[config.mk]
export PLATFORM = sky130hd
export DESIGN_NAME = rf_status_report
export DESIGN_NICKNAME = d
export VERILOG_FILES = /design/src/rtl/rf_status_report_pkg.sv /design/src/rtl/rf_sts_sync.sv /design/src/rtl/rf_status_report.sv
export SDC_FILE = /design/constraint.sdc
export NUM_CORES = 1
export LEC_CHECK = 0
export BUFFER_PORTS_ARGS = -buffer_cell sky130_fd_sc_hd__clkbuf_2
export CAP_MARGIN = 40
export CORE_MARGIN = 5
export CORE_UTILIZATION = 55
export DETAILED_ROUTE_END_ITERATION = 10
export PLACE_DENSITY = 0.78
export SYNTH_ARGS = -nofsm -noshare
export SYNTH_HDL_FRONTEND = slang
export SYNTH_HIERARCHICAL = 1
export SYNTH_SLANG_ARGS = --single-unit
[constraint.sdc]
create_clock -name clk_20mhz -period 2.61 [get_ports clk_20mhz]
set_input_delay 0.1305 -clock clk_20mhz [delete_from_list [all_inputs] [get_ports clk_20mhz]]
set_output_delay 0.1305 -clock clk_20mhz [all_outputs]
set_load 0.01 [all_outputs]
[src/rtl/rf_status_report_pkg.sv]
// Shared constants, types and frame builder for the RF status report path.
package rf_status_report_pkg;

    localparam int unsigned BYTE_W = 8;
    localparam int unsigned STS_W  = 16;
    localparam int unsigned CMD_W  = 64;
    localparam int unsigned CODE_W = 32;

    localparam logic [BYTE_W-1:0] HDR_BYTE = 8'h1c;

    localparam logic [CODE_W-1:0] CMD_QUERY  = 32'h1b1b_3f01;
    localparam logic [CODE_W-1:0] CMD_PER_EN = 32'h1b1b_3f02;
    localparam logic [CODE_W-1:0] CMD_CHG_EN = 32'h1b1b_3f03;

    localparam logic [BYTE_W-1:0] CAUSE_QUERY    = 8'h01;
    localparam logic [BYTE_W-1:0] CAUSE_PERIODIC = 8'h02;
    localparam logic [BYTE_W-1:0] CAUSE_CHANGE   = 8'h03;

    typedef enum logic [1:0] {
        ST_IDLE = 2'd0,
        ST_LOAD = 2'd1,
        ST_SEND = 2'd2
    } state_t;

    // Element i is the i-th byte on the wire.
    typedef logic [7:0][BYTE_W-1:0] frame_t;

    function automatic frame_t build_frame(input logic [BYTE_W-1:0] seq,
                                           input logic [BYTE_W-1:0] cause,
                                           input logic [STS_W-1:0]  sts,
                                           input logic [BYTE_W-1:0] ctrl);
        frame_t f;
        f[0] = HDR_BYTE;
        f[1] = HDR_BYTE;
        f[2] = seq;
        f[3] = cause;
        f[4] = sts[15:8];
        f[5] = sts[7:0];
        f[6] = ctrl;
        f[7] = f[0] ^ f[1] ^ f[2] ^ f[3] ^ f[4] ^ f[5] ^ f[6];
        return f;
    endfunction

endpackage

[src/rtl/rf_sts_sync.sv]
// Multi-bit synchronizer for the asynchronous status pins plus a change detector.
module rf_sts_sync #(
    parameter int unsigned WIDTH  = 16,
    parameter int unsigned STAGES = 2
) (
    input  logic             clk_20mhz,
    input  logic             rst_n,
    input  logic [WIDTH-1:0] din,
    output logic [WIDTH-1:0] sts_s,
    output logic             chg_c
);

    logic [STAGES-1:0][WIDTH-1:0] sync_q;
    logic [WIDTH-1:0]             sts_prev;

    always_ff @(posedge clk_20mhz or negedge rst_n) begin
        if (!rst_n) begin
            sync_q   <= '0;
            sts_prev <= '0;
        end else begin
            sync_q   <= {sync_q[STAGES-2:0], din};
            sts_prev <= sync_q[STAGES-1];
        end
    end

    assign sts_s = sync_q[STAGES-1];
    assign chg_c = (sts_s != sts_prev);

endmodule

[src/rtl/rf_status_report.sv]
// RF status report: snapshots status pins and control echo into an 8-byte
// frame and streams it to the UART transmitter on query, period or change.
module rf_status_report
    import rf_status_report_pkg::*;
#(
    parameter int unsigned PERIOD_CYC  = 20000000,
    parameter int unsigned SYNC_STAGES = 2
) (
    input  logic              clk_20mhz,
    input  logic              rst_n,
    input  logic              rv_uart_vld,
    input  logic [CMD_W-1:0]  rv_uart_data,
    input  logic [STS_W-1:0]  rf_sts_in,
    input  logic [BYTE_W-1:0] ctrl_echo,
    input  logic              tx_byte_rdy,
    output logic              tx_byte_vld,
    output logic [BYTE_W-1:0] tx_byte_data,
    output logic              busy,
    output logic [BYTE_W-1:0] seq_num
);

    localparam int unsigned CNT_W = (PERIOD_CYC > 1) ? $clog2(PERIOD_CYC) : 1;

    logic [STS_W-1:0]  sts_s;
    logic              chg_c;
    logic [CODE_W-1:0] cmd_code_c;
    logic              cmd_query_c, cmd_per_c, cmd_chg_c, cmd_bit_c;
    logic              per_tick_c, in_load_c, any_pend_c;
    logic [BYTE_W-1:0] cause_c;
    logic              unused_data_bits;

    state_t            state;
    logic              per_en, chg_en;
    logic              pend_q, pend_c, pend_p;
    logic [CNT_W-1:0]  per_cnt;
    frame_t            frame;
    logic [2:0]        idx;

    rf_sts_sync #(
        .WIDTH  (STS_W),
        .STAGES (SYNC_STAGES)
    ) u_sts_sync (
        .clk_20mhz (clk_20mhz),
        .rst_n     (rst_n),
        .din       (rf_sts_in),
        .sts_s     (sts_s),
        .chg_c     (chg_c)
    );

    assign cmd_code_c       = rv_uart_data[63:32];
    assign cmd_bit_c        = rv_uart_data[0];
    assign unused_data_bits = ^rv_uart_data[31:1];
    assign cmd_query_c      = rv_uart_vld && (cmd_code_c == CMD_QUERY);
    assign cmd_per_c        = rv_uart_vld && (cmd_code_c == CMD_PER_EN);
    assign cmd_chg_c        = rv_uart_vld && (cmd_code_c == CMD_CHG_EN);

    assign per_tick_c = per_en && (per_cnt == CNT_W'(PERIOD_CYC - 1));
    assign in_load_c  = (state == ST_LOAD);
    assign any_pend_c = pend_q || pend_c || pend_p;
    assign cause_c    = pend_q ? CAUSE_QUERY : (pend_c ? CAUSE_CHANGE : CAUSE_PERIODIC);

    // Command decode, period counter and pending flags.
    always_ff @(posedge clk_20mhz or negedge rst_n) begin
        if (!rst_n) begin
            per_en  <= 1'b0;
            chg_en  <= 1'b0;
            per_cnt <= '0;
            pend_q  <= 1'b0;
            pend_c  <= 1'b0;
            pend_p  <= 1'b0;
        end else begin
            if (cmd_per_c) per_en <= cmd_bit_c;
            if (cmd_chg_c) chg_en <= cmd_bit_c;

            if (cmd_per_c && !cmd_bit_c) per_cnt <= '0;
            else if (per_en)             per_cnt <= per_tick_c ? '0 : per_cnt + CNT_W'(1);

            // Clears are written first so a same-cycle set wins.
            if (in_load_c) begin
                if (pend_q)      pend_q <= 1'b0;
                else if (pend_c) pend_c <= 1'b0;
                else             pend_p <= 1'b0;
            end
            if (cmd_per_c && !cmd_bit_c) pend_p <= 1'b0;
            if (cmd_chg_c && !cmd_bit_c) pend_c <= 1'b0;

            if (cmd_query_c)     pend_q <= 1'b1;
            if (chg_en && chg_c) pend_c <= 1'b1;
            if (per_tick_c)      pend_p <= 1'b1;
        end
    end

    // Frame FSM with registered handshake outputs.
    always_ff @(posedge clk_20mhz or negedge rst_n) begin
        if (!rst_n) begin
            state        <= ST_IDLE;
            busy         <= 1'b0;
            seq_num      <= '0;
            tx_byte_vld  <= 1'b0;
            tx_byte_data <= '0;
            frame        <= '0;
            idx          <= '0;
        end else begin
            case (state)
                ST_IDLE: begin
                    if (any_pend_c) begin
                        state <= ST_LOAD;
                        busy  <= 1'b1;
                    end
                end
                ST_LOAD: begin
                    // A flag withdrawn by a disable command leaves nothing to send.
                    if (any_pend_c) begin
                        frame        <= build_frame(seq_num, cause_c, sts_s, ctrl_echo);
                        tx_byte_data <= HDR_BYTE;
                        tx_byte_vld  <= 1'b1;
                        idx          <= '0;
                        state        <= ST_SEND;
                    end else begin
                        state <= ST_IDLE;
                        busy  <= 1'b0;
                    end
                end
                ST_SEND: begin
                    if (tx_byte_rdy) begin
                        if (idx == 3'd7) begin
                            tx_byte_vld <= 1'b0;
                            seq_num     <= seq_num + 8'd1;
                            state       <= ST_IDLE;
                            busy        <= 1'b0;
                        end else begin
                            idx          <= idx + 3'd1;
                            tx_byte_data <= frame[idx + 3'd1];
                        end
                    end
                end
                default: begin
                    state       <= ST_IDLE;
                    busy        <= 1'b0;
                    tx_byte_vld <= 1'b0;
                end
            endcase
        end
    end

endmodule

; ---- Word level (Yosys, flattened, before mapping)
; Index checks and enable logic that the tools add are counted.
[totals]
regBits = 150
in_bits = 92
out_inout_bits = 18
wordCells = 109
[op_classes]
addsub = 3
order_cmp = 1
eq_ne = 17
mux = 37
bitwise = 5
reduce_logical = 24
[op_table]
columns = cell, count
row1 = 32-bit by 29-bit == test with 1-bit output (second input constant), 3
row2 = 25-bit 2-to-1 mux, 3
row3 = 8-bit 2-to-1 mux, 4
row4 = 25-bit by 1-bit adder with 25-bit output (second input constant), 1
row5 = 25-bit == test (second input constant), 1
row6 = 8-bit binary-select mux with 3-bit select, 1
row7 = 8-bit bitwise XOR, 3
row8 = 1-bit 2-to-1 mux, 16
row9 = 16-bit != test, 1
row10 = 8-bit case mux with 2 select lines, 1
row11 = 4-bit AND reduction, 3
row12 = 2-bit 2-to-1 mux, 5
row13 = 2-bit != test (second input constant), 5
row14 = 3-bit 2-to-1 mux, 3
row15 = 3-bit AND reduction, 3
row16 = 8-bit by 1-bit adder with 8-bit output (second input constant), 1
row17 = 8-bit by 2-bit bitwise XOR with 8-bit output, 1
row18 = 1-bit logical AND, 7
row19 = 3-bit by 2-bit != test with 1-bit output (second input constant), 2
row20 = 1-bit case mux with 3 select lines, 2
row21 = 2-bit case mux with 3 select lines, 1
row22 = 3-bit case mux with 2 select lines, 1
row23 = 2-bit nonzero test, 3
row24 = 3-bit nonzero test, 2
row25 = other kinds (12), 14

; ---- Logic depth before layout (Yosys ltp)
; Gate-level depths: netlist (run 1).
[logic_depth]
word_depth = 6
depth_mapped = 8
depth_no_buf = 7

; ---- By module
; The synthesis (run 1) kept the hierarchy.
[by_module_without_submodules]
columns = mod, instances, cells_each, area_each_um2, seq_area_each_um2
row1 = rf_status_report, 1, 515, 4963.5, 2402.3
row2 = rf_sts_sync, 1, 85, 1492.7, 1201.2

; ---- Worst setup path before layout (run 1)
; No wires, ideal clock.
[synth_path]
path_type = register -> register
startpoint = reg per_cnt[19]
endpoint = reg per_cnt[14]
setup_ps = 122
t_arrival_ps = 1896
setup_slack_ps = 592
path_stages_with_launch = 7
n_path_buf = 1
path_cell_list = dfrtp_1 > or4_1 > nor4_4 > and2_1 > buf_6 > o21ai_1 > a32o_1
[synth_between]
elab_chain_cells = 5
[synth_lines]
columns = element, line_no
row1 = start: declaration, rf_status_report.sv:35  ; logic [CNT_W-1:0] per_cnt;
row2 = start signal: assignment, rf_status_report.sv:76  ; else if (per_en) per_cnt <= per_tick_c ? '0 : per_cnt + CNT_W'(1);
row3 = 25-bit == test, rf_status_report.sv:57  ; assign per_tick_c = per_en && (per_cnt == CNT_W'(PERIOD_CYC - 1));
row4 = 1-bit logical AND, rf_status_report.sv:57
row5 = 25-bit 2-to-1 mux (2 in series), rf_status_report.sv:76
row6 = 25-bit 2-to-1 mux, rf_status_report.sv:75  ; if (cmd_per_c && !cmd_bit_c) per_cnt <= '0;
; No other way between the ends. The select of a mux whose other input is x is not followed.
; A chain may end at the register's enable or synchronous reset.

; ---- Worst setup path after layout (run 1)
[layout_path]
startpoint = reg per_cnt[19]
endpoint = reg per_cnt[5]
; The elaborated chain is that of the path after synthesis.

==> results of run 1 <==
path summary, 6_finish.rpt:
kind | from | to | slack [ns]
worst max register to register | per_cnt[19]$_DFFE_PN0P_ | per_cnt[5]$_DFFE_PN0P_ | 0.35
min in group asynchronous | rst_n | frame[39]$_DFFE_PN0P_ | 0.28
worst max-delay path | per_cnt[19]$_DFFE_PN0P_ | per_cnt[5]$_DFFE_PN0P_ | 0.35
worst min register to register | u_sts_sync/sync_q[4]$_DFF_PN0_ | u_sts_sync/sts_s[4]$_DFF_PN0_ | 0.35
max in group asynchronous | rst_n | u_sts_sync/sync_q[8]$_DFF_PN0_ | 1.59
worst min-delay path | tx_byte_rdy | seq_num[2]$_DFFE_PN0P_ | 0.03
worst max-delay path, cell delays in order (launching register included):
cell and delay, ns:
dfrtp_1 0.44, or4_1 0.61, nor4_4 0.24, and2_1 0.44, nor3_2 0.17, a32o_1 0.25
cells by family after synthesis:
| logic type | after synthesis | share of synthesized area, % |
|---|---|---|
| AND/OR/NAND/NOR | 253 | 20.15 |
| flip-flops | 144 | 55.81 |
| AO/OA/AOI/OAI | 83 | 8.023 |
| buffers and inverters | 48 | 4.070 |
| XOR/XNOR | 53 | 7.190 |
| multiplexers | 15 | 3.973 |
| adder cells (fa/ha/maj) | 4 | 0.7752 |
cell type report:
class | instances | area [um^2] | area share (%)
multi-input combinational | 408 | 2592 | 33.38
clock buffer | 17 | 425.4 | 5.478
tap | 143 | 178.9 | 2.304
timing repair buffer | 115 | 752.0 | 9.683
clock inverter | 15 | 191.4 | 2.465
sequential | 144 | 3603 | 46.40
inverter | 6 | 22.52 | 0.2900
power breakdown:
part / leakage [nW] / internal [mW] / switching [mW] / total, mW
Sequential: 1.72 / 2.63 / 0.259 / 2.89
Clock: 0.304 / 1.46 / 1.04 / 2.50
Combinational: 1.58 / 0.637 / 0.713 / 1.35
flip-flops by register name, indices dropped and copies added (netlist names), 3 cells and up:
register / cells
u_sts_sync/sync_q: 16
frame: 43
idx: 3
u_sts_sync/sts_prev: 16
seq_num: 8
per_cnt: 25
u_sts_sync/sts_s: 16
tx_byte_data: 8
layer usage:
metal,track usage [%],wire (um)
met3,5.492,944
met5,0,0
met4,5.950,188
met1,29.95,6272
met2,33.79,6923
synthesized netlist by cell type (all sizes together), types with 9 or more instances:
master	instances	area, um^2
a21oi	20	100.1
and3	10	62.56
buf	25	176.4
clkbuf	17	63.81
dfrtp	144	3603
nand2	138	518.0
nand3	15	75.07
nand4	9	56.30
nor2	20	75.07
nor3	9	55.05
o21ai	31	155.1
xnor2	31	271.5
xor2	22	192.7
stage by stage:
stage	area, um^2	util [%]	power, mW	setup WS (ns)
2_1_floorplan	6456	-	3.804	0.5923
3_3_place_gp	6889	60.08	4.161	0.4084
3_5_place_dp	6889	60.08	4.230	0.3523
4_1_cts	7766	67.73	6.772	0.3434
5_1_grt	7766	67.73	7.102	0.2477
6_report	7766	67.73	6.741	0.3474
what timing repair did:
item / in CTS / in global routing
endpoints found under the setup margin: 0 / 0
hold endpoints to repair: 91 / 0
resized for setup: 0 / 0
hold buffers: 26 / 0
==> metrics, run 1 <==
First-pass DRT Iterations=5; clock root cell=clkbuf_16; share of the clock period used by the worst path=86.69%; run status=finished clean; Setup crit end kind=flip-flop; Warnings, synthesis=6; wire per inst=16.90 um; antenna diode count=0; HP Class=in2reg; Cells after Synth=600; starting density of the core=56.30%; hold path cells=3; die height=118.3 um; vias post-DR=4825; most frequent cells in the layout=144 x dfrtp_1, 138 x nand2_1, 77 x clkbuf_2; most common cell after layout, fill and taps aside=dfrtp_1; max-slew violations=0; Final Skew=0.01775 ns; Skew-Pair Late Insertion Delay=roughly 0.42 ns; # IOs=110; final hold viol count=0; H-tree levels=4; mapped cell area=~0.0065 mm^2; Yosys cell types=49; R2R cell count=5; post-route ant nets=0; port buffer count=78; DRC errors left=0; die area=0.01401 mm^2; Post-Syn Area per Cell=roughly 11 um^2; RSZ-0062 raised after global routing=false; Die W=118.3 um; Seq/Total Area, Yosys=55.81%; Clock Sinks=144; Final setup violation count=0; Non-Filler Instances=between 800 and 900; fraction of layout cells with a size suffix above 1=approximately a fifth; Rel. slew slack=between 50% and 60%; Worst setup SP type=flip-flop; grt ovf=0; Post-Route Setup TNS=0 ns; HPWL after DPL=slightly above 9000 um; core region area=around 0.011 mm^2; GRT Total Usage=21.49%; Cell Pwr Density=868.0 mW/mm^2; hold slack=about 0.034 ns; Syn Nets=between 600 and 700; Setup Buffers After CTS=0; Max VDD drop=around 0.68 mV; Routed WL=between 10000 and 15000 um; Worst Path Arrival=2.57 ns; CP required=2.92 ns; vias per cell=5.690; CTS tree=yes; leak pwr=3.609 nW; crit path max fanout=10; Final nets=788; pin count of the biggest net entering global routing=69; total of max-cap violations=0; area delta synth->final=20.29%; Yosys reg bits=144; top_reg_cell synth=dfrtp_1; Period minus WS final=2.263 ns; placed insts=790; Num CTS Buffers=17; Critical Setup Path Class=reg2reg; clk buf depth=2; Slew @ Worst Pin=0.6210 ns; Rows=39; drt first-iter violations=453; FILL cells=812; Post-synth ARST share=between 90% and 100%; Fmax=approximately 0.44 GHz; gpl congestion=0.8489; initial antenna violation count=0; vias in the first global route=about 5000; first-pass GRT wire length=24380 um; Reg clk slew, reported paths=approximately 0.07 ns; Post-synth EDFFs=0
(Power assumes the default switching activity.)
==> inputs of run 2 (changes only) <==
--- a/config.mk
+++ b/config.mk
@@ -11,6 +11,7 @@
 export CORE_UTILIZATION = 55
 export DETAILED_ROUTE_END_ITERATION = 10
 export PLACE_DENSITY = 0.78
+export REMOVE_ABC_BUFFERS = 1
 export SYNTH_ARGS = -nofsm -noshare
 export SYNTH_HDL_FRONTEND = slang
 export SYNTH_HIERARCHICAL = 1
==> run 2 against run 1 <==
Against the previous run:
- worst hold slack got worse by 0.0031 ns
- largest cell class unchanged
- combinational power about the same
- highest routed layer unchanged
- clock skew decreased by 0.012 ns
- cell area decreased by 0.47%
- core utilization decreased by 0.32 points
- largest power group unchanged
==> metrics, run 2 (synthesis results as in run 1) <==
run status=finished clean; area delta synth->final=19.73%; wire per inst=15.90 um (-5.9%); Final nets=789 (+0.13%); Final Skew=0.005392 ns (-0.01236 ns); port buffer count=78 (unchanged); Routed WL=13500 um (-5.8%); Setup crit end kind=flip-flop; grt ovf=0 (unchanged); share of the clock period used by the worst path=85.34% (-1.3 points); first-pass GRT wire length=23250 um (-4.6%); P_int=4.712 mW (-0.35%); most frequent cells in the layout=144 x dfrtp_1, 138 x nand2_1, 77 x clkbuf_2; worst-path cell chain=or4_1 -> nor4_4 -> and2_1 -> o21ai_1 -> a32o_1; Worst Path Arrival=2.54 ns (-0.03 ns); # IOs=110 (unchanged); vias post-DR=4764 (-1.3%); placed instance area=0.006897 mm^2 (+0.11%); final setup margin=0.3827 ns (+0.03522 ns); reg-to-reg endpoint=per_cnt[18]$_DFFE_PN0P_; initial antenna violation count=1 (+1); Rel. slew slack=57.48% (-1.1 points); Post-Route Setup TNS=0 ns (unchanged); max-slew violations=0 (unchanged); Flop pwr share=44.1% (+1.2 points); met1 Resource Use GR=26.77% (-3.2 points); vias in the first global route=4795 (-1.8%); die height=118.3 um (unchanged); Worst path max stage delay=0.60 ns (about the same); max FFs per register=43 (unchanged); pin count of the biggest net entering global routing=68 (-1.4%); Largest Register=frame; Max VDD drop=0.8526 mV (+26%); Clk pwr share=35.4% (-1.7 points); CTS tree=yes; Slew @ Worst Pin=0.6378 ns (+0.01686 ns); Num CTS Buffers=17 (unchanged); Cell Pwr Density=848.7 mW/mm^2 (-2.2%); most common cell after layout, fill and taps aside=dfrtp_1; P_sw=1.848 mW (-8.1%); leak pwr=3.591 nW (-0.51%); met3 GRT Util=6.399% (+0.91 points); crit path max fanout=10 (unchanged); RSZ-0062 raised after global routing=false; Final setup violation count=0 (unchanged); Period minus WS final=2.227 ns (-0.03522 ns); Design Area, Final=0.007730 mm^2 (-0.47%); Fmax=0.4490 GHz (+1.6%); starting density of the core=56.30% (unchanged); Rows=39 (unchanged); H-tree levels=4 (unchanged); HP Class=in2reg; die area=0.01401 mm^2 (unchanged); total of max-cap violations=0 (unchanged); GRT Total Usage=20.52% (-0.98 points); vias per cell=5.611 (-1.4%); Clock Sinks=144 (unchanged); Comb pwr share=20.5% (+0.5 points); DRC errors left=0 (unchanged); most crowded layer after global routing=met2; endpoint of the worst hold path=seq_num[2]$_DFFE_PN0P_; Reg clk slew, reported paths=0.06 ns (about the same); First-pass DRT Iterations=4 (-1); post-route ant nets=0 (unchanged); R2R cell count=5 (unchanged); CP required=2.92 ns (about the same); GR met2 Demand/Resource=33.02% (-0.77 points); biggest registers after layout=frame (43), per_cnt (25); Worst R2R Start=per_cnt[19]$_DFFE_PN0P_; final hold viol count=0 (unchanged); fraction of layout cells with a size suffix above 1=20.57% (-0.14 points); hold slack=0.03122 ns (-0.003109 ns); Die W=118.3 um (unchanged); R2R setup slack=0.38 ns (+0.04 ns); Skew-Pair Late Insertion Delay=0.42 ns (about the same); Sw Ratio=28.17% (-1.7 points); Critical Setup Path Class=reg2reg; core region area=0.01147 mm^2 (unchanged); drt first-iter violations=399 (-12%); Crit-path slowest cell=or4_1; hold path start=tx_byte_rdy; Setup Buffers After CTS=0 (unchanged); HPWL after DPL=9158 um (-1.1%); clk buf depth=2 (unchanged); Worst setup SP type=flip-flop; gpl congestion=0.9124 (+7.5%); power after layout=6.560 mW (-2.7%); minimum setup slack after placement=0.4044 ns (+0.05212 ns); clock root cell=clkbuf_16; hold path cells=3 (unchanged)
run 2: worst max-delay path: cells and delay by family, from the launching register on:
kind,cells,cell delay (ns)
simple gates,3,1.27
compound gates,2,0.41
flops,1,0.43
run 2: cell type report:
type	count	area, um^2
Sequential cell	144	3603
Fill cell	858	3737
Antenna cell	1	2.502
Clock buffer	20	456.7
Timing Repair Buffer	116	759.5
Tap cell	143	178.9
Inverter	6	22.52
Clock inverter	11	113.9
Multi-Input combinational cell	408	2592
run 2: routing by layer:
| layer | vias up | wire (um) |
|---|---|---|
| li1 | 2262 | - |
| met1 | 2375 | 5895 |
| met2 | 115 | 6792 |
| met3 | 12 | 673 |
| met4 | 0 | 138 |
| met5 | - | 0 |
run 2: stage by stage:
step | utilization, % | instances
floorplan | - | 558
global placement | 60.14 | 791
detailed placement | 60.14 | 791
CTS | 67.39 | 848
global route | 67.41 | 849
finish | 67.41 | 849
run 2: worst max path at each step:
stage                                  startpoint                           to  slack (ns)
after floorplan                pend_q$_DFFE_PN0P_  tx_byte_data[2]$_DFFE_PN0P_        0.23
after global placement    per_cnt[19]$_DFFE_PN0P_      per_cnt[14]$_DFFE_PN0P_        0.46
after detailed placement  per_cnt[19]$_DFFE_PN0P_      per_cnt[18]$_DFFE_PN0P_        0.40
after CTS                 per_cnt[19]$_DFFE_PN0P_      per_cnt[18]$_DFFE_PN0P_        0.39
after global routing      per_cnt[19]$_DFFE_PN0P_      per_cnt[19]$_DFFE_PN0P_        0.30
final                     per_cnt[19]$_DFFE_PN0P_      per_cnt[18]$_DFFE_PN0P_        0.38
run 2: power groups by stage:
| stage | clock network, mW | logic, mW | registers, mW |
|---|---|---|---|
| global placement | 0 | 1.25 | 2.89 |
| CTS | 2.37 | 1.35 | 2.89 |
| detailed placement | 0 | 1.31 | 2.92 |
| floorplan | 0 | 0.857 | 2.90 |
| global route | 2.49 | 1.51 | 2.94 |
| finish | 2.33 | 1.34 | 2.89 |
run 2: repair_timing:
item,4_1_cts,5_1_grt
endpoints found under the hold margin,90,0
hold buffers,26,0
setup endpoints to repair,0,0
resized for setup,0,0
